==> config.mk <==
export PLATFORM = sky130hd
export DESIGN_NAME = fc2_bp_sequencer
export DESIGN_NICKNAME = d
export VERILOG_FILES = /design/src/rtl/fc2_bp_sequencer.sv
export SDC_FILE = /design/constraint.sdc
export NUM_CORES = 1
export LEC_CHECK = 0
export ABC_AREA = 0
export BUFFER_PORTS_ARGS = -buffer_cell sky130_fd_sc_hd__buf_2
export CAP_MARGIN = 20
export CORE_ASPECT_RATIO = 1.25
export CORE_MARGIN = 1
export CORE_UTILIZATION = 30
export CTS_CLUSTER_SIZE = 25
export DETAILED_ROUTE_END_ITERATION = 12
export GPL_ROUTABILITY_DRIVEN = 1
export GPL_TIMING_DRIVEN = 0
export SYNTH_ARGS = -nofsm -noshare
export SYNTH_HDL_FRONTEND = slang
export SYNTH_SLANG_ARGS = --single-unit
==> constraint.sdc <==
create_clock -name clk -period 16.8 [get_ports clk]
set_input_delay 2.52 -clock clk [delete_from_list [all_inputs] [get_ports clk]]
set_output_delay 2.52 -clock clk [all_outputs]
set_load 0.05 [all_outputs]
==> src/rtl/fc2_bp_sequencer.sv <==
// Backward-pass beat sequencer for the FC2 layer: a weight-gradient pass, an idle gap,
// then a neuron-gradient pass, each walking neuron groups (outer) by activations (inner).
module fc2_bp_sequencer #(
    parameter int PREC       = 16,
    parameter int N_KERNELS  = 2,
    parameter int N_NEURONS  = 10,
    parameter int FAN_IN     = 64,
    parameter int GAP_CYCLES = 8
) (
    input  logic                        clk,
    input  logic                        rst,
    input  logic                        start,
    input  logic                        forward,
    input  logic [N_NEURONS*PREC-1:0]   grad_i,
    output logic [5:0]                  act_rd_addr,
    input  logic [PREC-1:0]             act_rd_data,
    output logic [N_KERNELS*PREC-1:0]   b_gradient_o,
    output logic [N_KERNELS*PREC-1:0]   b_activation_o,
    output logic [5:0]                  b_activation_id_o,
    output logic [N_KERNELS*4-1:0]      b_neuron_id_o,
    output logic                        b_valid_o,
    output logic                        bp_mode_o,
    output logic                        busy,
    output logic                        done
);

    localparam int unsigned N_GROUPS = N_NEURONS / N_KERNELS;
    localparam int unsigned GW       = $clog2(N_GROUPS + 1);
    localparam int unsigned CW       = $clog2(GAP_CYCLES + 1);
    localparam int unsigned NW       = $clog2(N_NEURONS);

    typedef enum logic [1:0] {IDLE = 2'd0, WPASS = 2'd1, GAP = 2'd2, NPASS = 2'd3} state_t;

    state_t                     state, state_nx;
    logic [GW-1:0]              grp_q, grp_d;
    logic [5:0]                 act_q, act_d;
    logic [CW-1:0]              gap_q, gap_d;
    logic [PREC-1:0]            grad_q [N_NEURONS];
    logic                       accept, issue, pass_last;
    logic [N_KERNELS*PREC-1:0]  grad_d;
    logic [5:0]                 id_d;
    logic [N_KERNELS*4-1:0]     nid_d;
    logic                       valid_d, mode_d, done_d;

    assign accept    = (state == IDLE) && start && !forward;
    assign pass_last = (act_q == 6'(FAN_IN - 1)) && (grp_q == GW'(N_GROUPS - 1));
    // grp_q == N_GROUPS in NPASS marks the drain cycle after the last address
    assign issue     = (state == WPASS) || ((state == NPASS) && (grp_q != GW'(N_GROUPS)));

    always_ff @(posedge clk or posedge rst) begin
        if (rst) state <= IDLE;
        else     state <= state_nx;
    end

    always_comb begin
        state_nx = state;
        case (state)
            IDLE:    if (accept) state_nx = WPASS;
            WPASS:   if (pass_last) state_nx = GAP;
            GAP:     if (gap_q == CW'(GAP_CYCLES - 1)) state_nx = NPASS;
            NPASS:   if (!issue) state_nx = IDLE;
            default: state_nx = IDLE;
        endcase
        if (forward) state_nx = IDLE;
    end

    always_comb begin
        grp_d   = grp_q;
        act_d   = act_q;
        gap_d   = gap_q;
        grad_d  = '0;
        id_d    = '0;
        nid_d   = '0;
        valid_d = 1'b0;
        mode_d  = 1'b0;
        done_d  = 1'b0;
        if (accept) begin
            grp_d = '0;
            act_d = '0;
            gap_d = '0;
        end
        if (issue) begin
            valid_d = 1'b1;
            mode_d  = (state == NPASS);
            id_d    = act_q;
            for (int i = 0; i < N_KERNELS; i++) begin
                grad_d[i*PREC +: PREC] = grad_q[NW'(int'(grp_q) * N_KERNELS + i)];
                nid_d[i*4 +: 4]        = 4'(int'(grp_q) * N_KERNELS + i);
            end
            if (act_q == 6'(FAN_IN - 1)) begin
                act_d = '0;
                grp_d = grp_q + GW'(1);
            end else begin
                act_d = act_q + 6'd1;
            end
            if ((state == WPASS) && pass_last) grp_d = '0;
        end
        if (state == GAP) gap_d = (gap_q == CW'(GAP_CYCLES - 1)) ? '0 : gap_q + CW'(1);
        if ((state == NPASS) && !issue) begin
            done_d = 1'b1;
            grp_d  = '0;
        end
        // Abort drops the in-flight beat and rewinds everything
        if (forward) begin
            grp_d   = '0;
            act_d   = '0;
            gap_d   = '0;
            grad_d  = '0;
            id_d    = '0;
            nid_d   = '0;
            valid_d = 1'b0;
            mode_d  = 1'b0;
            done_d  = 1'b0;
        end
    end

    always_ff @(posedge clk or posedge rst) begin
        if (rst) begin
            grp_q             <= '0;
            act_q             <= '0;
            gap_q             <= '0;
            for (int n = 0; n < N_NEURONS; n++) grad_q[n] <= '0;
            b_gradient_o      <= '0;
            b_activation_id_o <= '0;
            b_neuron_id_o     <= '0;
            b_valid_o         <= 1'b0;
            bp_mode_o         <= 1'b0;
            busy              <= 1'b0;
            done              <= 1'b0;
        end else begin
            grp_q             <= grp_d;
            act_q             <= act_d;
            gap_q             <= gap_d;
            if (accept)
                for (int n = 0; n < N_NEURONS; n++) grad_q[n] <= grad_i[n*PREC +: PREC];
            b_gradient_o      <= grad_d;
            b_activation_id_o <= id_d;
            b_neuron_id_o     <= nid_d;
            b_valid_o         <= valid_d;
            bp_mode_o         <= mode_d;
            busy              <= (state_nx != IDLE);
            done              <= done_d;
        end
    end

    // The address counter is itself a register and rests at 0 outside the passes
    assign act_rd_addr = act_q;

    // Activation data arrives one cycle after its address, aligned with the registered beat
    assign b_activation_o = (b_valid_o && !bp_mode_o) ? {N_KERNELS{act_rd_data}} : '0;

endmodule

## Word-level counts from Yosys, hierarchy flattened

Index checks and enable logic that the tools add are counted.

- Word-level logic and storage cells: 90
- Output and inout port bits: 88
- Bits of input ports: 180
- Bits in registers: 225

- Eq/ne operators: 7
- Muxes and demuxes: 39
- $lt $le $gt $ge: 2
- Bitwise operators: 2
- Reductions and logical operators: 15
- Add/sub/neg operators: 4

Operators by type and width:

| kind | number |
|---|---|
| binary-select mux 16 bit (select 4 bit) | 2 |
| 2-to-1 mux 32 bit | 3 |
| 2-to-1 mux 16 bit | 4 |
| 2-to-1 mux 6 bit | 6 |
| 2-to-1 mux 3 bit | 6 |
| 2-to-1 mux 4 bit | 4 |
| 2-to-1 mux 8 bit | 2 |
| >= comparator 4 x 5 -> 1 bit (second input constant) | 2 |
| 2-to-1 mux 2 bit | 5 |
| adder 4 x 1 -> 4 bit (second input constant) | 2 |
| NOT 4 bit | 2 |
| case mux 2 bit (4 select lines) | 1 |
| logical AND 1 bit | 7 |
| adder 6 x 1 -> 6 bit (second input constant) | 1 |
| equality test 6 bit (second input constant) | 1 |
| 2-to-1 mux 1 bit | 6 |
| nonzero test 3 bit | 2 |
| equality test 2 bit (second input constant) | 2 |
| equality test 4 x 3 -> 1 bit (second input constant) | 1 |
| adder 3 x 1 -> 3 bit (second input constant) | 1 |
| equality test 3 bit (second input constant) | 1 |
| logical NOT 1 bit | 3 |
| != test 3 bit (second input constant) | 1 |
| equality test 2 x 1 -> 1 bit (second input constant) | 1 |
| 3 further kinds | 3 |

## Depth between registers and ports, before layout

- Word-level depth: 9
- Gate-level depth with buffers: 9
- Mapped depth without buffers: 7

## Least setup slack after synthesis

No wires, ideal clock.

- Path type: in2out
- Start: input port act_rd_data[0]
- End: output port b_activation_o[16]
- Arrival time: 3238 ps
- Stages on the path: 2
- Setup slack: 11042 ps
- Required time: 14280 ps
- Buffers on the path: 1
- Cell sequence: and2_1 > buf_4

- Word-level cells in the longest chain between the ends: 1

RTL lines:

| element | RTL line | text |
|---|---|---|
| start, declared | 16 | `input logic [PREC-1:0] act_rd_data,` |
| 2-to-1 mux 32 bit | 150 | `assign b_activation_o = (b_valid_o && !bp_mode_o) ? {N_KERNELS{act_rd_data}} : '0;` |
| end, declared | 18 | `output logic [N_KERNELS*PREC-1:0] b_activation_o,` |

No other way between the ends.

## Worst setup path after layout

- Start: input port act_rd_data[15]
- End: output port b_activation_o[31]

The elaborated chain is that of the path after synthesis.

==> flow_summary.yaml <==
detailed_routing:
  drt-total-wl_um: 25700
  drtIter0Drc: 222
  via_count: 6396
  wl_per_cell_um: 18.6
  final_antenna_net_count: 0
  first_pass_iters: 4
  vias_per_cell: 4.64
  remaining_drc_errors: 0
synthesis:
  synth_nets: 844
  yosysWarnings: 0
  synthFlopType: "dfrtp_1"
  async_flop_share: 1.00
  yosysMostFrequentCell: "dfrtp_1"
  synth_top_area_frac: 0.559
  synth_cell_types: 48
  netlist_top_cells_count: "dfrtp_1, mux2_2, mux2_4"
  syn_area_per_cell_um2: 14.9
  synthCells: 659
  yosys_register_bits: 220
  synth_enable_flop_cells: 0
  yosysSeqAreaShare: 0.559
  synth_top_area_cell: "dfrtp_1"
  yosys-top-cells-area: "dfrtp_1, mux2_4, mux2_2"
  syn_area_mm2: 0.00985
cts:
  ctsHoldBuffers: 0
  htreeDepth: 1
  ctsResizeCount: 0
  cts_tree: "built"
  clk_pin_slew_worst_paths_ns: 0.05
  clock-root-buffer: "clkbuf_16"
  cts.path.max_buffers: 3
  cts_setup_buffers: 0
  cts_buffers: 24
  worstSkewPairLatency_ns: 0.53
  cts_sinks: 220
grt:
  track_usage: 0.157
  grt_max_degree: 115
  grt_pass1_wl_um: 39300
  antenna_found_initial: 6
  overflow: 0
  grt_pass1_vias: 6744
critical_path:
  path_delay_family: "buffers and inverters"
  critPathCaptureType: "output pin"
  critPathArrivalTime_ns: 3.10
  start_kind: "input pin"
  cp_slowest_stage_delay_ns: 0.24
  path_depth: 4
  cp_max_fo: 2
  cp_cell_sequence: "buf_2 > and2_1 > buf_4 > buf_2"
  worst-path-buf-inv: 3
  reg2regPathDepth: 9
  cpMaxStageDelayCell: "buf_2"
  critical_path_class: "in -> out"
  cp.required_ns: 14.28
  path_common_cell: "buf_2"
sta:
  hold_viol_final: 0
  tightestPinTransition_ns: 0.806
  setup_tns_ns: 0
  fmax_ghz: 0.178
  finalCritPeriodShare: 0.335
  slew_headroom: 0.463
  hold_slack_ns: 0.500
  rsz0062_at_grt: "false"
  fin_crit_ns: 5.62
  slew_violations: 0
  final-setup-viol-count: 0
  finClkSkew_ns: 0.0149
pwr:
  p_sw_frac: 0.255
  switchingPower_mw: 0.352
  powerDensity_mw_per_mm2: 111
  clkPwrFrac: 0.361
  power_frac_comb: 0.167
  leakagePower_nw: 6.21
  finalPower_mw: 1.38
  internal-power_mw: 1.03
  seq_power_share: 0.471
  ir_drop_uv: 70.7
place:
  dp.final_hpwl_um: 18700
  placed_area_mm2: 0.0117
  io_buffers: 265
  routabilityCongestion: 0.829
cells_and_area:
  fillers: 3043
  drive_gt1_frac: 0.578
  syn2layout_area_growth_pct: 26.5
  design_area_mm2: 0.0125
  fin_nets: 1136
worst_hold_path:
  hold_path_depth: 1
  hp-class: "reg -> reg"
floorplan:
  rows: 73
  die_area_mm2: 0.0336
  start_util: 0.307
  dieWidth_um: 164
  die_y_um: 205
  boundaryPins: 268
  core_mm2: 0.0321
run:
  maxCapViolCount: 0
outcome:
  status: "completed"
[worst register-to-register path: stages (launching register included)]
cell and delay (ns):
dfrtp_1 0.38, buf_2 0.22, buf_2 0.27, inv_1 0.16, ha_1 0.27, nand3_1 0.25
nand2_1 0.14, buf_2 0.30, buf_2 0.32, nor2_1 0.09
[cell usage in the layout, fill, tap and decap left out, types with 2 or more instances in the layout]
cell / instances
a21oi_1: 6
a22oi_1: 32
a31oi_1: 2
a32oi_1: 2
and2_1: 16
and3_1: 8
buf_2: 287
buf_4: 23
buf_6: 13
clkbuf_1: 11
clkbuf_16: 24
clkbuf_8: 2
clkinv_2: 3
dfrtp_1: 220
diode_2: 2
ha_1: 5
inv_1: 8
mux2_2: 90
mux2_4: 70
mux2i_1: 3
mux4_2: 32
nand2_1: 12
nand2b_1: 4
nand3_1: 6
nor2_1: 43
nor2b_1: 3
o21a_1: 3
o21ai_0: 7
[state kept, by name, indices dropped and copies added, names as in the netlist]
name	cells
act_rd_addr	6
b_activation_id_o	6
b_gradient_o	32
b_neuron_id_o	4
bp_mode_o	1
busy	1
done	1
gap_q	4
grad_q	160
grp_q	3
state	2
[kinds of logic (layout without fill, tap and decap cells)]
| kind of cell | Yosys count | in the layout | share of synthesized area |
|---|---|---|---|
| other | 1 | 3 | 0.000381 |
| DFF | 220 | 220 | 0.559 |
| AOI/OAI and AO/OA | 62 | 62 | 0.0460 |
| adders and majority gates | 5 | 5 | 0.00635 |
| and+or+nand+nor | 103 | 103 | 0.0531 |
| muxes | 195 | 195 | 0.286 |
| buffers and inverters | 73 | 378 | 0.0494 |
[per-layer routing]
layer / global-route usage / vias to the layer above / share of wire
li1: - / 2941 / -
met1: 0.185 / 3192 / 0.40
met2: 0.280 / 209 / 0.51
met3: 0.0350 / 46 / 0.063
met4: 0.0476 / 8 / 0.023
met5: 0 / - / 0.0021
[layout make-up]
cell class	count	area, µm²	share of cell area
antenna	2	5.00	0.000402
timing repair buffer	266	1350	0.109
clock inverter	6	72.6	0.00583
tap	412	515	0.0414
buffer	62	444	0.0357
clock buffer	33	654	0.0525
inverter	11	50.0	0.00402
multi-input combinational	366	3860	0.310
sequential	220	5510	0.442
[worst paths after layout]
path | to | slack, ns | from
min in group asynchronous | b_gradient_o[1] | 2.11 | rst
worst min-delay path | grad_q[132] | 0.50 | grad_q[132]
worst max register to register | b_gradient_o[10] | 14.27 | grp_q[1]
worst min register to register | grad_q[132] | 0.50 | grad_q[132]
worst max-delay path | b_activation_o[31] | 11.18 | act_rd_data[15]
max in group asynchronous | grad_q[33] | 13.64 | rst
[power by group through the flow]
stage               combinational [mW]  sequential [mW]  clock, mW
detailed placement               0.235            0.662          0
finish                           0.232            0.652      0.500
global placement                 0.230            0.659          0
floorplan                        0.162            0.666          0
CTS                              0.236            0.652      0.518
global route                     0.252            0.663      0.537
[per-stage QoR]
step / instances / util / worst slack [ns]
CTS: 1376 / 0.388 / 11.15
finish: 1378 / 0.389 / 11.18
floorplan: 659 / - / 8.26
global placement: 1336 / 0.365 / 5.59
global route: 1378 / 0.389 / 11.11
detailed placement: 1337 / 0.366 / 11.15
Note: power is estimated with default switching activity, not from simulation.
